===== src/rtl/mac_seq_ctrl.sv =====
// mac_seq_ctrl: job sequencer for an external 16x16->32 MAC (clear, stream N pairs, drain, return).
// Optional stall timeout is enabled by defining MACSEQ_TIMEOUT_EN.
module mac_seq_ctrl #(
    parameter int DATA_W  = 16,
    parameter int ACC_W   = 32,
    parameter int LEN_W   = 8,
    parameter int TIMEOUT = 64
) (
    input  logic              clk,
    input  logic              rst,
    input  logic              start,
    input  logic [LEN_W-1:0]  len,
    output logic              busy,
    input  logic              in_valid,
    output logic              in_ready,
    input  logic [DATA_W-1:0] in_x,
    input  logic [DATA_W-1:0] in_y,
    output logic              res_valid,
    input  logic              res_ready,
    output logic [ACC_W-1:0]  res_data,
    output logic              res_err,
    output logic              mac_rst,
    output logic [DATA_W-1:0] mac_x,
    output logic [DATA_W-1:0] mac_y,
    input  logic [ACC_W-1:0]  mac_acc
);
    typedef enum logic [2:0] {
        S_IDLE  = 3'd0,
        S_CLEAR = 3'd1,
        S_RUN   = 3'd2,
        S_DRAIN = 3'd3,
        S_DONE  = 3'd4
    } state_t;

    state_t             r_state;
    logic               r_busy;
    logic               r_in_ready;
    logic               r_res_valid;
    logic               r_mac_clr;
    logic [ACC_W-1:0]   r_res_data;
    logic [LEN_W-1:0]   r_len;
    logic [LEN_W-1:0]   r_count;
    logic               w_beat;
    logic               w_last;

`ifdef MACSEQ_TIMEOUT_EN
    localparam int STALL_W = $clog2(TIMEOUT + 1);
    logic [STALL_W-1:0] r_stall;
    logic               r_timed_out;
    logic               r_res_err;
    logic               w_stall_hit;
`else
    // Keeps the parameter referenced in builds without the stall timer.
    if (TIMEOUT < 1) begin : g_timeout_unused
    end
`endif

    // Beat qualification and end-of-job / stall-limit detection.
    always_comb begin
        w_beat = in_valid & r_in_ready;
        w_last = (r_count == (r_len - LEN_W'(1)));
`ifdef MACSEQ_TIMEOUT_EN
        w_stall_hit = (r_stall == STALL_W'(TIMEOUT - 1));
`endif
    end

    assign busy      = r_busy;
    assign in_ready  = r_in_ready;
    assign res_valid = r_res_valid;
    assign res_data  = r_res_data;
    // MAC must clear together with us while rst is held, not one cycle later.
    assign mac_rst   = rst | r_mac_clr;
    assign mac_x     = w_beat ? in_x : {DATA_W{1'b0}};
    assign mac_y     = w_beat ? in_y : {DATA_W{1'b0}};
`ifdef MACSEQ_TIMEOUT_EN
    assign res_err   = r_res_err;
`else
    assign res_err   = 1'b0;
`endif

    // Sequencer FSM with registered status outputs.
    always_ff @(posedge clk or posedge rst) begin
        if (rst) begin
            r_state     <= S_IDLE;
            r_busy      <= 1'b0;
            r_in_ready  <= 1'b0;
            r_res_valid <= 1'b0;
            r_mac_clr   <= 1'b0;
            r_res_data  <= {ACC_W{1'b0}};
            r_len       <= {LEN_W{1'b0}};
            r_count     <= {LEN_W{1'b0}};
`ifdef MACSEQ_TIMEOUT_EN
            r_stall     <= {STALL_W{1'b0}};
            r_timed_out <= 1'b0;
            r_res_err   <= 1'b0;
`endif
        end else begin
            case (r_state)
                S_IDLE: begin
                    if (start) begin
                        r_state   <= S_CLEAR;
                        r_len     <= len;
                        r_count   <= {LEN_W{1'b0}};
                        r_busy    <= 1'b1;
                        r_mac_clr <= 1'b1;
                    end else begin
                        r_state <= S_IDLE;
                    end
                end
                S_CLEAR: begin
                    r_mac_clr <= 1'b0;
`ifdef MACSEQ_TIMEOUT_EN
                    r_stall     <= {STALL_W{1'b0}};
                    r_timed_out <= 1'b0;
`endif
                    if (r_len == {LEN_W{1'b0}}) begin
                        r_state     <= S_DONE;
                        r_res_data  <= {ACC_W{1'b0}};
                        r_res_valid <= 1'b1;
                    end else begin
                        r_state    <= S_RUN;
                        r_in_ready <= 1'b1;
                    end
                end
                S_RUN: begin
                    if (w_beat) begin
                        r_count <= r_count + LEN_W'(1);
`ifdef MACSEQ_TIMEOUT_EN
                        r_stall <= {STALL_W{1'b0}};
`endif
                        if (w_last) begin
                            r_state    <= S_DRAIN;
                            r_in_ready <= 1'b0;
                        end else begin
                            r_state <= S_RUN;
                        end
                    end
`ifdef MACSEQ_TIMEOUT_EN
                    else if (w_stall_hit) begin
                        r_state     <= S_DRAIN;
                        r_in_ready  <= 1'b0;
                        r_timed_out <= 1'b1;
                    end else begin
                        r_stall <= r_stall + STALL_W'(1);
                    end
`else
                    else begin
                        r_state <= S_RUN;
                    end
`endif
                end
                S_DRAIN: begin
                    // The last product landed in the MAC at the end of the previous cycle.
                    r_res_data  <= mac_acc;
                    r_res_valid <= 1'b1;
                    r_state     <= S_DONE;
`ifdef MACSEQ_TIMEOUT_EN
                    r_res_err   <= r_timed_out;
`endif
                end
                S_DONE: begin
                    if (res_ready) begin
                        r_state     <= S_IDLE;
                        r_res_valid <= 1'b0;
                        r_busy      <= 1'b0;
`ifdef MACSEQ_TIMEOUT_EN
                        r_res_err   <= 1'b0;
`endif
                    end else begin
                        r_state <= S_DONE;
                    end
                end
                default: begin
                    r_state     <= S_IDLE;
                    r_busy      <= 1'b0;
                    r_in_ready  <= 1'b0;
                    r_res_valid <= 1'b0;
                    r_mac_clr   <= 1'b0;
                end
            endcase
        end
    end
endmodule


===== config.mk =====
export PLATFORM = sky130hd
export DESIGN_NAME = mac_seq_ctrl
export DESIGN_NICKNAME = d
export VERILOG_FILES = /design/src/rtl/mac_seq_ctrl.sv
export SDC_FILE = /design/constraint.sdc
export NUM_CORES = 1
export LEC_CHECK = 0
export ABC_AREA = 1
export CAP_MARGIN = 20
export CORE_MARGIN = 4
export CORE_UTILIZATION = 37
export CTS_BUF_LIST = sky130_fd_sc_hd__clkbuf_4 sky130_fd_sc_hd__clkbuf_8
export DETAILED_ROUTE_END_ITERATION = 10
export PLACE_DENSITY_LB_ADDON = 0.08
export SETUP_SLACK_MARGIN = 0.5
export SYNTH_ARGS = -nofsm -noshare
export SYNTH_HDL_FRONTEND = slang
export SYNTH_SLANG_ARGS = --single-unit

===== constraint.sdc =====
create_clock -name clk -period 1.92 [get_ports clk]
set_clock_uncertainty 0.1 [all_clocks]
set_input_delay 0.384 -clock clk [delete_from_list [all_inputs] [get_ports clk]]
set_output_delay 0.384 -clock clk [all_outputs]
set_load 0.02 [all_outputs]

==> results_dict.tcl, run 1 <==
set metrics [dict create \
    cp_cell_sequence "inv_2 > buf_6 > ha_4 > xor2_1 > nand2_1 > nor2_1 > nand2_1 > nor2_1 > nand2_1 > nand2_1 > nand2_2 > nand2_2 > nand2_1" \
    maxSlewViolCount 0 \
    yosysUniqueCellTypes 28 \
    drc 0 \
    avgSynthCellArea_um2 8.42 \
    dp_hpwl_mm 6.18 \
    port_buffers 144 \
    num_rows 31 \
    grt_pass1_wl_mm 13.6 \
    whs_ns 0.373 \
    drt-total-wl_mm 9.06 \
    required_ns 2.01 \
    io_pins 146 \
    die_width_um 94.8 \
    drive_gt1_frac 0.407 \
    initial_core_util 0.382 \
    ir_worst_vdd_uv 661 \
    p_sw_frac 0.419 \
    reg2reg_depth 13 \
    yosysSeqAreaShare 0.494 \
    fin_crit_ns 1.83 \
    fmax_ghz 0.546 \
    grt_start_max_net_pins 56 \
    finalCritPeriodShare 0.954 \
    drt_iter0_drc 84 \
    drt-wirelength-per-cell_um 14.6 \
    cts-root-buf "clkbuf_8" \
    cts_made_buffers 5 \
    status "finished clean" \
    dr.pass1.iters 4 \
    vias 2924 \
    grt-ovfl-total 0 \
    clockBufferDepth 2 \
    relSlewSlack 0.543 \
    gp_congestion 0.817 \
    reg2reg_from "r_len[0]" \
    antenna_found_initial 0 \
    p_total_w 0.00699 \
    p_clk_frac 0.113 \
    drtAntennaViolNets 0 \
    pwr-share-seq 0.279 \
    worstPathArrival_ns 1.93 \
    max-cap-violations 0 \
    track_usage 0.193 \
    die_h_um 94.8 \
    crit_path_start_kind "register" \
    internal_power_w 0.00407 \
    min_path_type "input port to asynchronous set/reset pin" \
    ys_ff_latch 55 \
    areaGrowthSynthToFinish_pct 88.8 \
    worstMarginPinSlew_ns 0.686 \
    pwr-share-comb 0.608 \
    powerDensity_nw_per_um2 1330 \
    rsz0062_at_grt "true" \
    ys_warn_count 0 \
    cts_tree "done" \
    worst-setup-path-type "register to register" \
    syn_area_um2 2790 \
    setup_viol 0 \
    cts_max_level 2 \
    clkSinkCount 55 \
    p_leak_nw 2.62 \
    cts.clk_slew.worst_paths_ns 0.11 \
    critPathSlowestCell "dfrtp_1" \
    fillers 549 \
    antenna_cells 0 \
    dieArea_um2 8980 \
    max_stage_delay_ns 0.40 \
    path_max_fanout 2 \
    grt_pass1_vias 2892 \
    worst_setup_path_end_kind "register" \
    design.core.area_um2 7290 \
    cp_common_cell "nand2_1" \
    synth_cells 331 \
    clock_latency_ns 0.31 \
    reg2reg_to "in_ready" \
    p_switching_w 0.00293 \
    rrSetupSlack_ns 0.09 \
    final_nets 600 \
    routed_via_density 4.72 \
    synth_fp_nets 411 \
    finalHoldViolCount 0 \
]
[layout by cell type (no fill, tap or decap), drive strengths merged, types with 3 or more instances in the layout]
master / n
a21oi: 8
a22o: 32
buf: 117
clkbuf: 6
clkdlybuf4s50: 73
dfrtp: 55
ha: 3
inv: 61
nand2: 63
nand3: 10
nor2: 56
nor3: 6
o21ai: 15
xor2: 5
[power by group through the flow]
stage                     Clock (W)  Sequential, W  Combinational [W]
after CTS                  0.000822        0.00193            0.00381
after floorplan                   0        0.00232            0.00172
final                      0.000787        0.00195            0.00425
after global routing       0.000873        0.00202            0.00460
after global placement            0        0.00194            0.00359
after detailed placement          0        0.00193            0.00364
[Yosys cell counts]
cell      instances  share of area
nand3_2           1         0.0036
nor2_2            4         0.0090
xnor2_1           1         0.0031
buf_2             4         0.0072
nor2_1           51          0.069
inv_2             3         0.0040
nand2_2           2         0.0045
a22o_1           32           0.10
nor3_2            1         0.0036
o21ai_0          15          0.027
or2_2             2         0.0045
ha_1              3          0.013
buf_6             3          0.012
buf_4             1         0.0027
nor4_2            1         0.0045
nor3_4            1         0.0058
clkbuf_1          3         0.0040
xor2_1            5          0.016
nand2_4           1         0.0040
a21oi_1           8          0.014
nand2_1          60          0.081
nand3_1           8          0.014
dfrtp_1          55           0.49
inv_1            59          0.079
nor3_1            4         0.0072
nand3_4           1         0.0063
conb_1            1         0.0013
nor2_4            1         0.0040
[cell type report]
| cell class | instances | area [um^2] | share of cell area |
|---|---|---|---|
| timing repair buffer | 193 | 1870 | 0.356 |
| multi-input combinational | 203 | 1510 | 0.288 |
| sequential | 55 | 1380 | 0.262 |
| inverter | 62 | 256 | 0.0488 |
| tap | 99 | 124 | 0.0235 |
| clock buffer | 6 | 76.3 | 0.0145 |
| clock inverter | 2 | 38.8 | 0.00737 |
[how the worst max path moves through the flow]
stage                        start    endpoint  slack (ns)  depth (start not counted)
after global placement    in_valid    mac_x[1]       -0.44                          5
after CTS                 in_ready  r_count[7]        0.14                         12
after detailed placement  in_valid    mac_y[5]       -0.49                          5
after floorplan                rst     mac_rst       -0.01                          2
after global routing      r_len[0]    in_ready       -0.13                         13
final                     r_len[0]    in_ready        0.09                         13
[through the flow]
stage / instance area [um^2] / utilization / setup TNS, ns / setup slack, ns / instances
after floorplan: 3070 / - / -0.0124 / -0.0124 / 331
after global placement: 4700 / 0.645 / -15.63 / -0.440 / 583
after detailed placement: 4700 / 0.645 / -16.94 / -0.490 / 583
after CTS: 4990 / 0.684 / 0 / 0.135 / 605
after global routing: 5260 / 0.721 / -0.318 / -0.127 / 620
final: 5260 / 0.721 / 0 / 0.0875 / 620
[flip-flops by register name, summed over array words and instances, names as in the netlist]
register / cells
res_data: 32
in_ready: 1
r_count: 8
busy: 1
r_len: 8
r_mac_clr: 1
res_valid: 1
r_state: 3
[routing by layer]
layer,wire [um],track usage
met1,3580,0.232
met2,4770,0.339
met3,534,0.0502
met4,167,0.0553
met5,0,0
[what timing repair did]
item,CTS,global route
setup endpoints to repair,115,88
gates resized for setup,376,55
buffers inserted,10,14
cloned,4,1
hold buffers,0,0
pin swaps,11,18
[cell families (layout without fill, tap and decap cells)]
logic type | after synthesis | after routing | synth area share
simple gates | 138 | 138 | 0.221
buf+inv | 73 | 263 | 0.110
compound gates | 55 | 55 | 0.142
flops | 55 | 55 | 0.494
xor+xnor | 6 | 6 | 0.0189
fa+ha+maj | 3 | 3 | 0.0135
other cells | 1 | 1 | 0.00135
[worst max-delay path, delay by kind of cell (launching register included)]
family	cells	cell delay [ns]
flops	1	0.40
xor+xnor	1	0.12
fa+ha+maj	1	0.25
buf+inv	2	0.18
simple gates	9	0.67
Power figures use the tool's default switching activity.
==> run 2: changes to the inputs <==
--- a/config.mk
+++ b/config.mk
@@ -8,9 +8,10 @@
 export ABC_AREA = 1
 export CAP_MARGIN = 20
 export CORE_MARGIN = 4
-export CORE_UTILIZATION = 37
+export CORE_UTILIZATION = 59
 export CTS_BUF_LIST = sky130_fd_sc_hd__clkbuf_4 sky130_fd_sc_hd__clkbuf_8
 export DETAILED_ROUTE_END_ITERATION = 10
+export DONT_BUFFER_PORTS = 1
 export PLACE_DENSITY_LB_ADDON = 0.08
 export SETUP_SLACK_MARGIN = 0.5
 export SYNTH_ARGS = -nofsm -noshare
==> results_dict.tcl, run 2 (synthesis results as in run 1) <==
set metrics [dict create \
    status "finished clean" \
    dieArea_um2 5890 \
    drtAntennaViolNets 0 \
    antenna_found_initial 0 \
    p_leak_nw 1.85 \
    fin_area_um2 3730 \
    cts_tree "done" \
    max-cap-violations 0 \
    powerDensity_nw_per_um2 1620 \
    cts-root-buf "clkbuf_8" \
    die_width_um 76.7 \
    drt-wirelength-per-cell_um 19.2 \
    rrSetupSlack_ns 0.08 \
    top_layer "met4" \
    reg2reg_from "r_len[0]" \
    drc 0 \
    cp-endpoint "in_ready" \
    die_h_um 76.7 \
    grt_pass1_wl_mm 11.3 \
    rsz0062_at_grt "true" \
    ir_worst_vdd_uv 1110 \
    grt_start_max_net_pins 33 \
    required_ns 2.02 \
    cts_made_buffers 5 \
    met2RoutedLength_mm 4.40 \
    drt-total-wl_mm 8.00 \
    cts.clk_slew.worst_paths_ns 0.10 \
    reg2reg_depth 13 \
    routed_via_density 5.71 \
    initial_core_util 0.623 \
    maxSlewViolCount 0 \
    grt_pass1_vias 2316 \
    min_path_type "input port to asynchronous set/reset pin" \
    dr_wl_met3_um 619 \
    clockBufferDepth 2 \
    fin_ws_ns 0.0820 \
    path_max_fanout 3 \
    design.core.area_um2 4470 \
    clock_latency_ns 0.30 \
    clkSinkCount 55 \
    dp_slack_ns 0.0987 \
    final_common_cell "dfrtp_1" \
    io_pins 146 \
    p_total_w 0.00605 \
    worst_setup_path_end_kind "register" \
    mostFrequentLayoutCells "dfrtp_1, nand2_1, inv_1" \
    port_buffers 0 \
    fin_crit_ns 1.84 \
    setup_viol 0 \
    dp_hpwl_mm 4.81 \
    vias 2374 \
    wl_met1_mm 2.77 \
    areaGrowthSynthToFinish_pct 34.0 \
    drt_iter0_drc 156 \
    worst-setup-path-type "register to register" \
    postPlaceCellArea_um2 3140 \
    cts_max_level 2 \
    gp_congestion 0.829 \
    finalHoldViolCount 0 \
    grt-ovfl-total 0 \
    final_nets 443 \
    worstPathArrival_ns 1.93 \
    track_usage 0.240 \
    crit_path_start_kind "register" \
    num_rows 24 \
    fmax_ghz 0.544 \
    cp-startpoint "r_len[0]" \
    antenna_cells 0 \
    largest_register_ff_count 32 \
    reg2reg_to "in_ready" \
    finalCritPeriodShare 0.957 \
    dr.pass1.iters 4 \
    drive_gt1_frac 0.335 \
]
==> run 2: how the worst min path moves through the flow <==
stage | slack (ns) | from | end
5_1_grt | 0.03 | rst | r_len[1]
3_5_place_dp | 0.31 | rst | res_data[2]
3_3_place_gp | 0.31 | rst | res_data[3]
6_report | 0.005 | rst | res_data[31]
4_1_cts | 0.02 | rst | res_data[31]
2_1_floorplan | 0.37 | rst | busy
==> run 2: timing repair <==
action                                  CTS  global route
cloned                                    5             2
hold buffers                              1             0
hold endpoints to repair                 25             0
buffers inserted                          9             8
resized for setup                        35            32
endpoints found under the setup margin   80            86
pin swaps                                15            20
==> run 2: report_power, final <==
group          switching [W]  internal (W)
registers           0.000841       0.00163
logic                0.00156       0.00125
clock network       0.000369      0.000409
total                0.00277       0.00328
==> run 2: routing by layer <==
metal	up-vias	track usage
li1	1107	-
met1	1122	0.268
met2	127	0.444
met3	18	0.0714
met4	0	0.0616
met5	-	0
==> run 2: metrics by stage <==
stage	util	TNS [ns]	hold WS [ns]	cells
floorplan	-	-0.0124	0.374	331
global placement	0.701	0	0.312	383
detailed placement	0.701	0	0.312	383
CTS	0.790	0	0.0179	406
global route	0.834	-0.0557	0.0267	416
finish	0.834	0	0.00543	416
==> run 2: critical path, cell delays in order, from the launching register on <==
cell     delay, ns
dfrtp_1       0.39
inv_2         0.05
buf_6         0.12
ha_4          0.26
xor2_1        0.14
nand2_1       0.07
nor2_1        0.11
nand2_1       0.09
nor2_1        0.11
nand2_1       0.09
nand2_1       0.06
nand2_1       0.05
nand2_1       0.05
nand2_1       0.05
==> run 2: final cells by class <==
| cell class | count | area, um^2 |
|---|---|---|
| Clock inverter | 2 | 38.8 |
| Multi-Input combinational cell | 203 | 1490 |
| Tap cell | 52 | 65.1 |
| Clock buffer | 6 | 76.3 |
| Inverter | 62 | 246 |
| Timing Repair Buffer | 33 | 398 |
| Sequential cell | 55 | 1380 |
| Fill cell | 245 | 741 |
| Timing Repair inverter | 3 | 38.8 |
==> run 3: changes to the inputs <==
--- a/config.mk
+++ b/config.mk
@@ -7,7 +7,6 @@
 export LEC_CHECK = 0
 export ABC_AREA = 1
 export CAP_MARGIN = 20
-export CORE_MARGIN = 4
 export CORE_UTILIZATION = 59
 export CTS_BUF_LIST = sky130_fd_sc_hd__clkbuf_4 sky130_fd_sc_hd__clkbuf_8
 export DETAILED_ROUTE_END_ITERATION = 10
==> results_dict.tcl, run 3 (synthesis results as in run 1) <==
set metrics [dict create \
    final_common_cell "inv_1" \
    postPlaceCellArea_um2 3150 \
    cts-hold-fix-buffers 0 \
    status "finished, violations left" \
    dieArea_um2 5000 \
    worst-setup-path-type "register to register" \
    io_pins 146 \
    pwr-share-seq 0.404 \
    die_width_um 70.7 \
    violations "DRC" \
    p_clk_frac 0.135 \
    die_h_um 70.7 \
    drive_gt1_frac 0.324 \
    cp_cell_sequence "inv_2 > ha_4 > inv_4 > nor4_4 > nand2_2 > nand2_8 > clkinv_8 > a22o_1" \
    grt_pass1_wl_mm 10.8 \
    finalCritPeriodShare 0.952 \
    internal_power_w 0.00326 \
    vias 2334 \
    drt-wirelength-per-cell_um 17.1 \
    port_buffers 0 \
    grt_pass1_vias 2324 \
    cts_made_buffers 5 \
    path_max_fanout 8 \
    antenna_cells 0 \
    cts.clk_slew.worst_paths_ns 0.10 \
    design.core.area_um2 4440 \
    worstPathArrival_ns 1.93 \
    final_nets 437 \
    max_stage_delay_ns 0.41 \
    cts_max_level 2 \
    routed_via_density 5.69 \
    cts-root-buf "clkbuf_8" \
    rsz0062_at_grt "true" \
    maxSlewViolCount 0 \
    dp_hpwl_mm 4.31 \
    setup_viol 0 \
    grt_start_max_net_pins 56 \
    fin_area_um2 3660 \
    mostFrequentLayoutCells "inv_1, dfrtp_1, nand2_1" \
    ir_worst_vdd_uv 1070 \
    antenna_found_initial 0 \
    whs_ns 0.0662 \
    num_rows 24 \
    finalHoldViolCount 0 \
    fin_crit_ns 1.83 \
    initial_core_util 0.627 \
    track_usage 0.285 \
    worstMarginPinSlew_ns 0.670 \
    areaGrowthSynthToFinish_pct 31.3 \
    pwr-share-comb 0.460 \
    p_switching_w 0.00274 \
    required_ns 2.02 \
    max-cap-violations 0 \
    setup_tns_ns 0 \
    critPathSlowestCell "dfrtp_1" \
    drtAntennaViolNets 0 \
    drc 14 \
    min_path_type "input port to register" \
    cts_tree "done" \
    worst_setup_path_end_kind "register" \
    crit_path_start_kind "register" \
    grt-ovfl-total 0 \
    relSlewSlack 0.553 \
    drt_iter0_drc 159 \
    powerDensity_nw_per_um2 1640 \
    clock_latency_ns 0.31 \
    clkSinkCount 55 \
    fin_util 0.823 \
    fmax_ghz 0.547 \
    drt-total-wl_mm 7.03 \
    p_sw_frac 0.456 \
    clockBufferDepth 2 \
    gp_congestion 0.912 \
    p_leak_nw 1.82 \
    largest_register_ff_count 32 \
    p_total_w 0.00600 \
    dr.pass1.iters 7 \
]
-- run 3: path summary, 6_finish.rpt --
kind | from | endpoint | slack [ns] | depth (start not counted)
max | r_len[1] | res_data[15] | 0.09 | 8
min | len[5] | r_len[5] | 0.07 | 2
max reg2reg | r_len[1] | res_data[15] | 0.09 | 8
min reg2reg | r_count[7] | r_count[7] | 0.48 | 2
max in group asynchronous | rst | r_state[1] | 1.14 | 2
min in group asynchronous | rst | res_data[24] | 0.10 | 2
-- run 3: worst max-delay path, delay by kind of cell (launching register included) --
kind	cells	cell delay, ns
buf+inv	3	0.23
flops	1	0.41
fa+ha+maj	1	0.15
compound gates	1	0.20
simple gates	3	0.61
-- run 3: repair_timing --
| item | CTS | global route |
|---|---|---|
| gates resized for setup | 34 | 40 |
| buffers inserted | 10 | 2 |
| endpoints found under the setup margin | 80 | 87 |
| pin swaps | 14 | 9 |
| cloned | 4 | 1 |
-- run 3: power by group through the flow --
stage               Sequential, W  Combinational (W)  Clock, W
floorplan                 0.00232            0.00172         0
global placement          0.00242            0.00201         0
detailed placement        0.00241            0.00209         0
CTS                       0.00242            0.00248  0.000821
global route              0.00248            0.00302  0.000861
finish                    0.00243            0.00276  0.000813
-- run 3: stage by stage --
step           std cells  worst slack (ns)
6_report             410            0.0925
5_1_grt              410           -0.0183
4_1_cts              407            0.0986
3_5_place_dp         385             0.110
3_3_place_gp         385             0.156
2_1_floorplan        331           -0.0124
-- run 3: final cells by class --
cell class              instances  area, um^2
flip-flops and latches         55        1380
fillers                       270         785
repair buffers                 28         315
clock buffers                   6        82.6
clock inverters                 2        38.8
well taps                      52        65.1
inverters                      62         259
multi-input cells             203        1490
repair inverters                2        32.5
-- run 3: per-layer routing --
layer | track usage | wire length [um]
met5 | 0 | 0
met4 | 0.131 | 140
met3 | 0.0698 | 472
met2 | 0.514 | 3850
met1 | 0.319 | 2570
